--- config.mk ---
export PLATFORM = sky130hd
export DESIGN_NAME = max_tracker
export DESIGN_NICKNAME = d
export VERILOG_FILES = /design/src/rtl/max_tracker.sv
export SDC_FILE = /design/constraint.sdc
export NUM_CORES = 1
export LEC_CHECK = 0
export ABC_AREA = 1
export BUFFER_PORTS_ARGS = -buffer_cell sky130_fd_sc_hd__buf_2
export CAP_MARGIN = 20
export CORE_ASPECT_RATIO = 0.6
export CORE_MARGIN = 10
export CORE_UTILIZATION = 25
export CTS_BUF_LIST = sky130_fd_sc_hd__clkbuf_4
export DETAILED_ROUTE_END_ITERATION = 6
export MAX_ROUTING_LAYER = met4
export SETUP_SLACK_MARGIN = 0.15
export SLEW_MARGIN = 20
export SYNTH_ARGS = -nofsm -noshare
export SYNTH_HDL_FRONTEND = slang
export SYNTH_SLANG_ARGS = --single-unit
export TNS_END_PERCENT = 1
--- constraint.sdc ---
create_clock -name clk -period 2.2 [get_ports clk]
set_input_delay 0.22 -clock clk [delete_from_list [all_inputs] [get_ports clk]]
set_output_delay 0.22 -clock clk [all_outputs]
set_load 0.01 [all_outputs]
--- src/rtl/max_tracker.sv ---
// Streaming arg-max tracker.
// Each accepted beat carries NUM_LANES (score, row, col) candidates plus a lane
// mask. Stage 1 reduces the unmasked lanes of a beat to a single tuple; stage 2
// folds that tuple into the running frame maximum. A frame is opened by start,
// closed by an accepted beat with in_last, and its result is held in DONE until
// the consumer handshakes it away. Results stay visible until the next start.
module max_tracker #(
  localparam int SCORE_WIDTH    = 16,
  localparam int ROW_BITS_WIDTH = 12,
  localparam int COL_BITS_WIDTH = 12,
  parameter int NUM_LANES = 16,
  parameter int SCORE_W   = SCORE_WIDTH,
  parameter int ROW_W     = ROW_BITS_WIDTH,
  parameter int COL_W     = COL_BITS_WIDTH,
  parameter int CNT_W     = 8,
  parameter int TIE_LAST  = 0
) (
  input  logic                               clk,
  input  logic                               rst_n,
  input  logic                               start,
  input  logic                               in_valid,
  output logic                               in_ready,
  input  logic                               in_last,
  input  logic [NUM_LANES-1:0]               lane_mask,
  input  logic [NUM_LANES-1:0][SCORE_W-1:0]  score_in,
  input  logic [NUM_LANES-1:0][ROW_W-1:0]    row_in,
  input  logic [NUM_LANES-1:0][COL_W-1:0]    col_in,
  output logic                               out_valid,
  input  logic                               out_ready,
  output logic [SCORE_W-1:0]                 max_score,
  output logic [ROW_W-1:0]                   max_row,
  output logic [COL_W-1:0]                   max_col,
  output logic                               max_found,
  output logic [CNT_W-1:0]                   beat_cnt
);

  typedef enum logic [1:0] {
    IDLE  = 2'd0,
    ACCUM = 2'd1,
    DRAIN = 2'd2,
    DONE  = 2'd3
  } state_e;

  state_e state_q;
  logic   in_ready_q;
  logic   out_valid_q;
  logic   accept;

  // Stage-1 combinational reduction result
  logic               red_any;
  logic [SCORE_W-1:0] red_score;
  logic [ROW_W-1:0]   red_row;
  logic [COL_W-1:0]   red_col;

  // Stage-1 registered tuple
  logic               s1_valid_q;
  logic               s1_any_q;
  logic [SCORE_W-1:0] s1_score_q;
  logic [ROW_W-1:0]   s1_row_q;
  logic [COL_W-1:0]   s1_col_q;

  // Running frame result
  logic [SCORE_W-1:0] max_score_q;
  logic [ROW_W-1:0]   max_row_q;
  logic [COL_W-1:0]   max_col_q;
  logic               max_found_q;
  logic [CNT_W-1:0]   beat_cnt_q;

  // Candidates are always visited in arrival order, so strict-greater keeps the
  // earliest of equal scores and greater-or-equal lets the latest replace it.
  function automatic logic wins(input logic [SCORE_W-1:0] cand,
                                input logic [SCORE_W-1:0] cur);
    if (TIE_LAST != 0) return cand >= cur;
    else               return cand >  cur;
  endfunction

  assign accept = in_valid & in_ready_q;

  // Reduce the unmasked lanes of the current beat, lowest lane first.
  always_comb begin
    // NOTE: every variable gets a default before the loop so no path leaves it
    // unassigned, which would otherwise infer a latch.
    red_any   = 1'b0;
    red_score = '0;
    red_row   = '0;
    red_col   = '0;
    for (int i = 0; i < NUM_LANES; i++) begin
      if (lane_mask[i] && (!red_any || wins(score_in[i], red_score))) begin
        red_any   = 1'b1;
        red_score = score_in[i];
        red_row   = row_in[i];
        red_col   = col_in[i];
      end
    end
  end

  // Frame control FSM with registered handshake outputs.
  always_ff @(posedge clk or negedge rst_n) begin
    if (!rst_n) begin
      state_q     <= IDLE;
      in_ready_q  <= 1'b0;
      out_valid_q <= 1'b0;
    end else begin
      // NOTE: sequential state uses non-blocking assignments so every register
      // samples pre-edge values regardless of statement order.
      case (state_q)
        IDLE: begin
          if (start) begin
            state_q    <= ACCUM;
            in_ready_q <= 1'b1;
          end
        end
        ACCUM: begin
          if (accept && in_last) begin
            state_q    <= DRAIN;
            in_ready_q <= 1'b0;
          end
        end
        DRAIN: begin
          state_q     <= DONE;
          out_valid_q <= 1'b1;
        end
        DONE: begin
          if (out_ready) begin
            state_q     <= IDLE;
            out_valid_q <= 1'b0;
          end
        end
        default: begin
          state_q     <= IDLE;
          in_ready_q  <= 1'b0;
          out_valid_q <= 1'b0;
        end
      endcase
    end
  end

  // Stage 1: capture the per-beat reduction at the acceptance edge.
  always_ff @(posedge clk or negedge rst_n) begin
    if (!rst_n) begin
      s1_valid_q <= 1'b0;
      s1_any_q   <= 1'b0;
      s1_score_q <= '0;
      s1_row_q   <= '0;
      s1_col_q   <= '0;
    end else begin
      s1_valid_q <= accept;
      if (accept) begin
        s1_any_q   <= red_any;
        s1_score_q <= red_score;
        s1_row_q   <= red_row;
        s1_col_q   <= red_col;
      end
    end
  end

  // Stage 2: merge the registered tuple into the running max; count beats.
  always_ff @(posedge clk or negedge rst_n) begin
    if (!rst_n) begin
      max_score_q <= '0;
      max_row_q   <= '0;
      max_col_q   <= '0;
      max_found_q <= 1'b0;
      beat_cnt_q  <= '0;
    end else if (state_q == IDLE && start) begin
      max_score_q <= '0;
      max_row_q   <= '0;
      max_col_q   <= '0;
      max_found_q <= 1'b0;
      beat_cnt_q  <= '0;
    end else begin
      // The first valid candidate of a frame always loads, even a zero score.
      if (s1_valid_q && s1_any_q && (!max_found_q || wins(s1_score_q, max_score_q))) begin
        max_score_q <= s1_score_q;
        max_row_q   <= s1_row_q;
        max_col_q   <= s1_col_q;
        max_found_q <= 1'b1;
      end
      if (accept && (beat_cnt_q != {CNT_W{1'b1}})) begin
        beat_cnt_q <= beat_cnt_q + CNT_W'(1);
      end
    end
  end

  assign in_ready  = in_ready_q;
  assign out_valid = out_valid_q;
  assign max_score = max_score_q;
  assign max_row   = max_row_q;
  assign max_col   = max_col_q;
  assign max_found = max_found_q;
  assign beat_cnt  = beat_cnt_q;

endmodule
**Word-level counts from Yosys, hierarchy flattened**

Cells that the tools add are included.

- Register bits after elaboration: 95
- Output and inout port bits: 51
- Word-level logic and storage cells: 182

- $add $sub $neg: 1
- $lt $le $gt $ge: 16
- Equal/unequal tests: 7
- Muxes and demuxes: 84
- Bitwise operators: 1
- Reduce and logical (&&, ||, !) cells: 60

Operators with widths:

| cell | count |
|---|---|
| $mux W12 | 36 |
| $mux W16 | 18 |
| $gt A16 B16 Y1 | 16 |
| $mux W1 | 22 |
| $logic_and A1 B1 Y1 | 20 |
| $logic_not A1 Y1 | 16 |
| $logic_or A1 B1 Y1 | 16 |
| $mux W8 | 2 |
| $add A8 B1 Y8 const B | 1 |
| $ne A8 B8 Y1 const B | 1 |
| $pmux W2 S4 | 1 |
| $reduce_bool A2 Y1 | 4 |
| $mux W2 | 3 |
| $ne A2 B2 Y1 const B | 3 |
| $reduce_and A3 Y1 | 2 |
| $eq A2 B2 Y1 const B | 2 |
| $pmux W1 S2 | 2 |
| $eq A2 B1 Y1 const B | 1 |
| $logic_not A2 Y1 | 1 |
| $reduce_and A2 Y1 | 1 |
| $and A1 B1 Y1 | 1 |

**Longest topological paths before layout**

Gate-level depths: netlist of the first run.

- Depth in word-level cells: 61
- Gate-level depth with buffers: 233

**Least setup slack after synthesis of the first run**

OpenSTA, ideal clock, no wires.

- Kind: input to register
- Start point: in lane_mask[0]
- End point: reg s1_col_q[10]
- Setup time: 0.077 ns
- Arrival time: 23.097 ns
- Required time: 2.123 ns
- Path slack: -20.974 ns
- Stages on the path: 186
- Cell sequence: clkbuf_1 -> nand2_1 -> ha_1 -> nand2_1 -> nor3_1 -> nand4_1 -> nand2_1 -> nand2_1 -> nand2_1 -> clkbuf_1 -> clkbuf_1 -> o21ai_0 -> ha_1 -> inv_1 -> nor2_1 -> o21ai_1 -> nand2_1 -> nand2_1 -> (+150 left out) -> buf_2 -> buf_1 -> nand3_1 -> and2_1 -> ha_1 -> a21oi_1 -> o21a_1 -> o221ai_1 -> nand2_1 -> a22oi_1 -> or2_2 -> clkbuf_1 -> nand2_1 -> clkbuf_1 -> o21ai_0 -> inv_1 -> nand2_1 -> a21oi_1

- Cells in the longest elaborated chain, start to end: 61
- Elaborated cells between the ends (all ways): 106

Ends and longest elaborated chain:

| item | RTL line | RTL |
|---|---|---|
| start, declared | 24 | `input logic [NUM_LANES-1:0] lane_mask,` |
| $mux W16 or $mux W1 (tied branches) | 88 | `if (lane_mask[i] && (!red_any \|\| wins(score_in[i], red_score))) begin` |
| $gt A16 B16 Y1 or $logic_not A1 Y1 (tied branches) | 74, 88 |  |
| $logic_or A1 B1 Y1 | 88 |  |
| $logic_and A1 B1 Y1 | 88 |  |
| $mux W16 or $mux W1 (tied branches) | 88 |  |
| $gt A16 B16 Y1 or $logic_not A1 Y1 (tied branches) | 74, 88 |  |
| $logic_or A1 B1 Y1 | 88 |  |
| $logic_and A1 B1 Y1 | 88 |  |
| (+45 left out) | n/a |  |
| $gt A16 B16 Y1 or $logic_not A1 Y1 (tied branches) | 74, 88 |  |
| $logic_or A1 B1 Y1 | 88 |  |
| $logic_and A1 B1 Y1 | 88 |  |
| $mux W16 or $mux W1 (tied branches) | 88 |  |
| $gt A16 B16 Y1 or $logic_not A1 Y1 (tied branches) | 74, 88 |  |
| $logic_or A1 B1 Y1 | 88 |  |
| $logic_and A1 B1 Y1 | 88 |  |
| $mux W12 (*) | 88 |  |
| end signal, assigned | 152 | `s1_col_q <= red_col;` |
| end, declared | 60 | `logic [COL_W-1:0] s1_col_q;` |

Mark *: on every way between the ends. The rest lies on a longest branch, timed or not.
A chain may end at the register's enable or synchronous reset.

**Worst setup path in the final report of the first run**

- Start point: in lane_mask[0]
- End point: reg s1_col_q[1]

The elaborated chain is that of the path after synthesis.

==> results.toml, run 1 <==
[grt]
grt_pass1_vias = 22359
grt_usage_pct = 22.7
grt_max_degree = 49
antenna_found_initial = 22
grt_pass1_wl_um = 133000
overflow = 0

[yosys]
syn-num-nets = 3662
yosys-mux-area-fraction_pct = 0
ys_seq_area_share_pct = 14.4
avgSynthCellArea_um2 = 6.01
synth_adder_area_share_pct = 19.4
ys_types = 42
synthSimpleGateAreaFrac_pct = 35.4
synth_compound_area_share_pct = 21.9
synth_seq_cells = 95
synth_area_um2 = 16500
synth_ff_type = "dfrtp_1"
synth_top_family_by_area = "simple AND/OR/NAND/NOR gates"
synth_edf_count = 0
async_flop_share_pct = 100
synthCells = 2745
yosysWarningCount = 0
synth_xor_area_share_pct = 0

[worst_setup_path]
critPathArrivalTime_ns = 22.92
reg2reg_from = "max_score[1]$_DFFE_PN0P_"
critPathRequiredTime_ns = 2.63
rr_endpoint = "max_col[9]$_DFFE_PN0P_"
crit_fanout = 22
ff2ff_path_depth = 16
path_common_cell = "nand2_1"
r2r_slack_ns = -0.25
slowest_stage = "ha_1"
critPathLaunchType = "input pin"
cpPeakStageDelay_ns = 0.34
endpoint_kind = "flip-flop"
critPathKind = "in -> reg"

[timing]
rsz0062_at_grt = "true"
setup_violations = 82
fin_worst_skew_ns = 0.0285
hold_viol = 0
maxSlewViolCount = 0
relSlewSlack_pct = 59.5
worst_pin_slew_ns = 0.608
setup-tns-final_ns = -819.65
fin_ws_ns = -20.30
fin_crit_ns = 22.50
fmax_ghz = 0.0445
final.period_utilization_pct = 1020

[drt]
via_per_inst = 4.87
dr_wl_met2_um = 40600
wire_per_inst_um = 19.2
first_pass_iters = 5
route.detailed.drc = 0
routed_wl_um = 91300
wl_met3_um = 5520
drt_iter0_drc = 1844
wl_met1_um = 43400
vias = 23095
top_layer = "met4"
ant_nets = 0

[floorplanning]
die_w_um = 352
die_area_um2 = 77000
top_level_ports = 713
coreArea_um2 = 64900
initial_utilization_pct = 25.4
row_count = 72
die_h_um = 219

[min_path]
worstHoldStart = "col_in[183]"
worstHoldEndpoint = "s1_col_q[3]$_DFFE_PN0P_"
hold_class = "in -> reg"
holdPathStages = 5

[clock_tree]
clk_pin_slew_worst_paths_ns = 0.17
cts_root_buf = "clkbuf_4"
cts_buffers = 9
cts_tree = "done"
insertion_delay_ns = 0.52
h-tree-depth = 3
cts_num_sinks = 95
clk_path_buf_depth = 2

[placed_design]
gp_congestion = 1.00
hpwlAfterDp_um = 78000
dp_cells = 4663
dp_slack_ns = -22.61
port_buffers = 712

[final_layout]
final_cells = 4746
final_util_pct = 40.2
fill_cells = 7033
final_cell_mix = "865 x nand2_1, 710 x buf_2, 493 x buf_4"
final_common_cell = "nand2_1"
nNetsFinal = 4789
drive_above_1_share_pct = 38.1
syn2layout_area_growth_pct = 58.2

[outcome]
violations = "setup timing"
status = "finished with violations"

[power]
p_leak_nw = 14.5
powerDensity_nw_per_um2 = 2000
peakVddDrop_uv = 1460
power_w = 0.0521

[job]
cap_violations = 0
## power breakdown
part,switching [W],internal (W),leakage (nW)
registers,0.000436,0.00249,1.21
clock network,0.000675,0.000233,0.0602
logic,0.0266,0.0217,13.2
total,0.0277,0.0244,14.5
## synthesized netlist by cell type (25+ instances only)
master | number | area, um2
a22o_1 | 25 | 219
o211ai_1 | 43 | 323
inv_1 | 220 | 826
and2_1 | 43 | 269
nand2_1 | 895 | 3360
ha_1 | 255 | 3190
dfrtp_1 | 95 | 2380
nand3_1 | 223 | 1120
nor2_1 | 87 | 327
clkbuf_1 | 104 | 390
o21ai_0 | 410 | 2050
or2_2 | 33 | 206
a21oi_1 | 116 | 581
## area by class of cell
type / instances / area (um2) / share of cell area (%)
multi-input cells: 2280 / 13500 / 51.9
repair buffers: 1254 / 8070 / 31.0
flip-flops and latches: 95 / 2380 / 9.12
well taps: 851 / 1060 / 4.08
inverters: 232 / 877 / 3.36
clock buffers: 9 / 67.6 / 0.259
diodes: 19 / 47.5 / 0.182
clock inverters: 6 / 45.0 / 0.173
## flip-flops by register name (all words and copies together), names as in the netlist
name / flops
out_valid: 1
in_ready: 1
s1_col_q: 12
max_row: 12
max_found: 1
max_col: 12
s1_score_q: 16
s1_valid_q: 1
s1_any_q: 1
state_q: 2
max_score: 16
s1_row_q: 12
beat_cnt: 8
## worst max-delay path, delay by kind of cell
kind | cells | cell delay, ns
adder cells (fa/ha/maj) | 15 | 4.31
buffers and inverters | 29 | 3.53
AO/OA/AOI/OAI | 40 | 5.63
AND/OR/NAND/NOR | 104 | 9.16
## worst max path at each step
| stage | slack (ns) | endpoint | startpoint |
|---|---|---|---|
| 2_1_floorplan | -18.71 | s1_col_q[0]$_DFFE_PN0P_ | lane_mask[0] |
| 3_3_place_gp | -22.32 | s1_row_q[11]$_DFFE_PN0P_ | lane_mask[0] |
| 3_5_place_dp | -22.61 | s1_row_q[11]$_DFFE_PN0P_ | lane_mask[0] |
| 4_1_cts | -20.32 | s1_row_q[11]$_DFFE_PN0P_ | lane_mask[0] |
| 5_1_grt | -22.07 | s1_col_q[3]$_DFFE_PN0P_ | lane_mask[0] |
| 6_report | -20.30 | s1_col_q[1]$_DFFE_PN0P_ | lane_mask[0] |
## stage by stage
stage          instance area, um2  hold WS, ns
2_1_floorplan               16800      -0.0756
3_3_place_gp                24500        0.253
3_5_place_dp                24500        0.258
4_1_cts                     25300    0.0000430
5_1_grt                     26100      0.00383
6_report                    26100       0.0114
## metal layers
layer  up-vias  track usage (%)
met2       798             35.5
met5         -                -
li1      11570                -
met1     10636             31.0
met3        91             3.42
met4         0             4.11
## repair_timing
action,in CTS,in global routing
hold buffers,13,0
pin swaps,34,84
buffers inserted,9,15
cloned,5,7
endpoints found under the hold margin,49,0
endpoints found under the setup margin,82,85
gates resized for setup,130,175
## kinds of logic after synthesis
| group | count (synthesis) |
|---|---|
| and+or+nand+nor | 1367 |
| DFF | 95 |
| AOI/OAI and AO/OA | 651 |
| buffers and inverters | 377 |
| adders and majority gates | 255 |
No activity file was read; power rests on OpenSTA's default activity.
==> inputs of run 2 (changes only) <==
CORE_MARGIN = 5   (was 10)
CTS_BUF_LIST = sky130_fd_sc_hd__clkbuf_16   (was sky130_fd_sc_hd__clkbuf_4)
==> run 2 against run 1 <==
Combinational power increased by 9.1%. The run still ends with setup timing left. Worst setup slack worse by 0.77 ns. Utilization up 1.6 points. Largest power group unchanged. Non-clock buffer count decreased by 10. Clock power up 69%.
==> results.toml, run 2 (synthesized netlist as in run 1, its figures left out) <==
[outcome]
status = "finished with violations"
violations = "setup timing"

[timing]
relSlewSlack_pct = 60.6
hold_viol = 0
fin_crit_ns = 23.27
fin_ws_ns = -21.07
fmax_ghz = 0.0430
setup_violations = 82
final.period_utilization_pct = 1060
fin_worst_skew_ns = 0.0133
worst_pin_slew_ns = 0.584
maxSlewViolCount = 0
rsz0062_at_grt = "true"

[grt]
antenna_found_initial = 25
grt_usage_pct = 24.6
overflow = 0
grt_max_degree = 49
grt_pass1_wl_um = 132000
grt_pass1_vias = 21622

[clock_tree]
clk_path_buf_depth = 2
cts_tree = "done"
insertion_delay_ns = 0.37
clk_pin_slew_worst_paths_ns = 0.08
cts_num_sinks = 95
cts_root_buf = "clkbuf_16"
h-tree-depth = 3
cts_buffers = 9

[final_layout]
fill_cells = 6855
multiInputGateArea_um2 = 14300
nNetsFinal = 4783
final_common_cell = "nand2_1"
syn2layout_area_growth_pct = 64.5
drive_above_1_share_pct = 41.4
final_cell_mix = "837 x nand2_1, 709 x buf_2, 482 x buf_4"
regArea_um2 = 2380

[floorplanning]
initial_utilization_pct = 25.4
die_area_um2 = 71400
top_level_ports = 713
coreArea_um2 = 64900
row_count = 72
die_w_um = 342
die_h_um = 209

[power]
p_leak_nw = 14.7
powerDensity_nw_per_um2 = 2110
power_w = 0.0572
peakVddDrop_uv = 1260

[placed_design]
hpwlAfterDp_um = 76800
dp_slack_ns = -22.52
port_buffers = 712
gp_congestion = 1.03

[drt]
via_per_inst = 4.94
vias = 23419
first_pass_iters = 6
routed_wl_um = 93300
route.detailed.drc = 0
wire_per_inst_um = 19.7
drt_iter0_drc = 1755
ant_nets = 0

[worst_setup_path]
path_common_cell = "nand2_1"
critPathArrivalTime_ns = 23.54
crit_fanout = 12
cpPeakStageDelay_ns = 0.33
critPathRequiredTime_ns = 2.47
critPathLaunchType = "input pin"
critPathKind = "in -> reg"
endpoint_kind = "flip-flop"
slowest_stage = "ha_1"

[min_path]
hold_class = "in -> reg"

[job]
cap_violations = 0
-- run 2: cell types whose count changed in the layout (fill, tap and decap cells not counted), moves of 12 or more --
cell | before | now
a21oi_1 | 106 | 91
nand2_1 | 865 | 837
nand2_2 | 32 | 51
a21oi_2 | 10 | 25
ha_4 | 7 | 33
clkbuf_16 | 4 | 22
dlygate4sd3_1 | 13 | 1
o21ai_1 | 94 | 117
o21ai_0 | 274 | 238
ha_1 | 246 | 222
inv_1 | 219 | 205
inv_2 | 8 | 22
o21ai_2 | 46 | 59
-- run 2: through the flow --
stage	util [%]	std cells	area (um2)	hold WS, ns	TNS (ns)
3_5_place_dp	37.7	4648	24400	0.241	-913.96
2_1_floorplan	-	2745	16800	-0.0756	-749.71
3_3_place_gp	37.7	4648	24400	0.230	-898.69
4_1_cts	39.0	4683	25300	0.138	-846.59
6_report	41.8	4744	27100	0.144	-847.38
5_1_grt	41.8	4735	27100	0.137	-911.09
-- run 2: where the power goes --
group	internal [W]	leakage, nW	total (W)	switching, W
logic	0.0237	13.4	0.0527	0.0290
registers	0.00250	1.21	0.00296	0.000457
clock network	0.000771	0.131	0.00153	0.000763
total	0.0270	14.7	0.0572	0.0302
-- run 2: worst max-delay path: cells and delay by family --
kind,cells,cell delay (ns)
simple gates,106,9.72
fa+ha+maj,15,4.11
buf+inv,31,3.94
compound gates,37,5.44
-- run 2: layout make-up --
cell class                      count  share of cell area (%)
Clock buffer                        9                   0.830
Inverter                          232                    3.28
Timing Repair Buffer             1244                    30.0
Antenna cell                       23                   0.212
Sequential cell                    95                    8.76
Clock inverter                      6                   0.175
Tap cell                          851                    3.93
Multi-Input combinational cell   2284                    52.9
-- run 2: what timing repair did --
action	CTS	global route
endpoints found under the hold margin	35	0
gates resized for setup	137	360
hold buffers	1	0
pin swaps	49	147
gates cloned	8	19
buffers inserted	11	19
endpoints found under the setup margin	82	84
-- run 2: per-layer routing --
metal	GRT usage [%]	vias up	share of wire, %
met2	37.9	869	45
met1	34.6	10869	47
li1	-	11600	-
met5	-	-	0
met4	3.18	0	1.4
met3	4.28	81	7.2
-- run 2: final timing paths --
kind	start	end	slack [ns]	cells after the start
worst max register to register	max_score[1]$_DFFE_PN0P_	max_row[0]$_DFFE_PN0P_	-0.15	16
min in group asynchronous	rst_n	max_score[9]$_DFFE_PN0P_	0.37	2
max in group asynchronous	rst_n	s1_row_q[6]$_DFFE_PN0P_	1.18	3
worst min-delay path	out_ready	out_valid$_DFFE_PN0P_	0.14	4
worst max-delay path	lane_mask[0]	s1_row_q[5]$_DFFE_PN0P_	-21.07	189
worst min register to register	s1_row_q[3]$_DFFE_PN0P_	s1_row_q[3]$_DFFE_PN0P_	0.49	2
==> inputs of run 3 (changes only) <==
CAP_MARGIN = unset   (was 20)
clock period = 29 ns   (was 2.2 ns; I/O delays follow)
==> run 3 against run 2 <==
The flow now finishes without violations. Clock-buffer cell count unchanged. Sequential share of layout area up 2.2 points. Design area down 20%. Wire length down 7.2%. Hold slack better by 0.34 ns. Worst setup slack better by 23 ns. First-iteration DRC count up 12%. Critical path depth down 18. Total power down 94%. Global-route usage down 1.3 points. Via count down 8.6%. Clock skew down 0.0023 ns.
==> results.toml, run 3 (synthesized netlist as in run 1, its figures left out) <==
[drt]
route.detailed.drc = 0
via_per_inst = 5.03
vias = 21412
first_pass_iters = 6
ant_nets = 0
drt_iter0_drc = 1963
wire_per_inst_um = 20.3
routed_wl_um = 86500

[final_layout]
nNetsFinal = 4293
drive_above_1_share_pct = 26.2
fill_cells = 7281
syn2layout_area_growth_pct = 32.0
final_cell_mix = "887 x nand2_1, 710 x buf_2, 344 x o21ai_0"
final_common_cell = "nand2_1"
final_area_um2 = 21800
final_util_pct = 33.6

[power]
p_leak_nw = 12.0
swShare_pct = 59.5
power_w = 0.00320
p_seq_share_pct = 7.0
powerDensity_nw_per_um2 = 147
p_comb_share_pct = 88.9
p_clk_share_pct = 4.0
peakVddDrop_uv = 95.0
p_int_w = 0.00130
switchingPower_w = 0.00190

[worst_setup_path]
critPathLaunchType = "input pin"
critPathArrivalTime_ns = 27.04
cpPeakStageDelay_ns = 0.36
critPathRequiredTime_ns = 29.26
reg2reg_from = "s1_score_q[1]$_DFFE_PN0P_"
startpoint = "lane_mask[0]"
crit_fanout = 36
r2r_slack_ns = 25.27
path_common_cell = "nand2_1"
critPathKind = "in -> reg"
slowest_stage = "ha_1"
endpoint_kind = "flip-flop"

[timing]
setup-tns-final_ns = 0
fin_worst_skew_ns = 0.0110
final.period_utilization_pct = 92.4
maxSlewViolCount = 0
hold_viol = 0
fmax_ghz = 0.0373
fin_crit_ns = 26.78
setup_violations = 0
hold_ws_ns = 0.485
worst_pin_slew_ns = 1.03
relSlewSlack_pct = 31.3

[placed_design]
dpl_cell_area_um2 = 20800
hpwlAfterDp_um = 73800
gp_congestion = 1.01
port_buffers = 712

[min_path]
hold_class = "reg -> reg"
worstHoldStart = "s1_row_q[1]$_DFFE_PN0P_"

[grt]
antenna_found_initial = 25
grt_pass1_vias = 19823
grt_usage_pct = 23.2
overflow = 0
grt_max_degree = 72
grt_pass1_wl_um = 124000

[floorplanning]
die_h_um = 209
initial_utilization_pct = 25.4
coreArea_um2 = 64900
top_level_ports = 713
row_count = 72
die_w_um = 342
die_area_um2 = 71400

[clock_tree]
h-tree-depth = 3
cts_root_buf = "clkbuf_16"
cts_num_sinks = 95
clk_path_buf_depth = 2
clk_pin_slew_worst_paths_ns = 0.07
insertion_delay_ns = 0.37
cts_hold_buf = 0
cts_buffers = 9
cts_tree = "done"

[outcome]
status = "completed"

[job]
cap_violations = 0
## run 3: power by group through the flow
| stage | sequential, W | clock [W] | combinational (W) |
|---|---|---|---|
| CTS | 0.000224 | 0.000132 | 0.00264 |
| global route | 0.000231 | 0.000138 | 0.00324 |
| global placement | 0.000226 | 0 | 0.00261 |
| floorplan | 0.000228 | 0 | 0.00188 |
| finish | 0.000225 | 0.000129 | 0.00285 |
| detailed placement | 0.000225 | 0 | 0.00262 |
## run 3: path summary, 6_finish.rpt
check | cells after the start | to
worst max-delay path | 171 | s1_score_q[8]$_DFFE_PN0P_
worst min-delay path | 2 | s1_row_q[1]$_DFFE_PN0P_
worst max register to register | 14 | max_col[5]$_DFFE_PN0P_
worst min register to register | 2 | s1_row_q[1]$_DFFE_PN0P_
max in group asynchronous | 2 | s1_col_q[8]$_DFFE_PN0P_
min in group asynchronous | 1 | max_score[13]$_DFFE_PN0P_
## run 3: metal layers
| metal | up-vias | routed length [um] | global-route usage [%] |
|---|---|---|---|
| li1 | 10577 | - | - |
| met1 | 9875 | 40800 | 32.8 |
| met2 | 885 | 37700 | 34.7 |
| met3 | 75 | 6500 | 4.28 |
| met4 | 0 | 1450 | 4.81 |
| met5 | - | 0 | - |
## run 3: layout make-up
class	count	area [um2]	share of cell area, %
Antenna cell	22	55.1	0.253
Clock buffer	9	225	1.03
Clock inverter	7	82.6	0.379
Inverter	232	878	4.03
Multi-Input combinational cell	2278	13000	59.9
Sequential cell	95	2380	10.9
Tap cell	851	1060	4.89
Timing Repair Buffer	759	4040	18.6
Timing Repair inverter	1	7.51	0.0345
## run 3: through the flow
| step | setup slack (ns) | std cells |
|---|---|---|
| 2_1_floorplan | 3.15 | 2745 |
| 3_3_place_gp | -0.873 | 4198 |
| 3_5_place_dp | -1.01 | 4198 |
| 4_1_cts | 0.228 | 4214 |
| 5_1_grt | -0.0715 | 4254 |
| 6_report | 2.22 | 4254 |
## run 3: worst max-delay path: cells and delay by family
family          cells  cell delay (ns)
compound gates     36             6.13
simple gates      104            10.88
fa+ha+maj          15             4.59
buf+inv            16             2.49
## run 3: timing repair
action                     4_1_cts  5_1_grt
gates cloned                     0        8
resized for setup                9      139
setup endpoints to repair       40       40
pin swaps                        0       12
setup buffers                    0       10
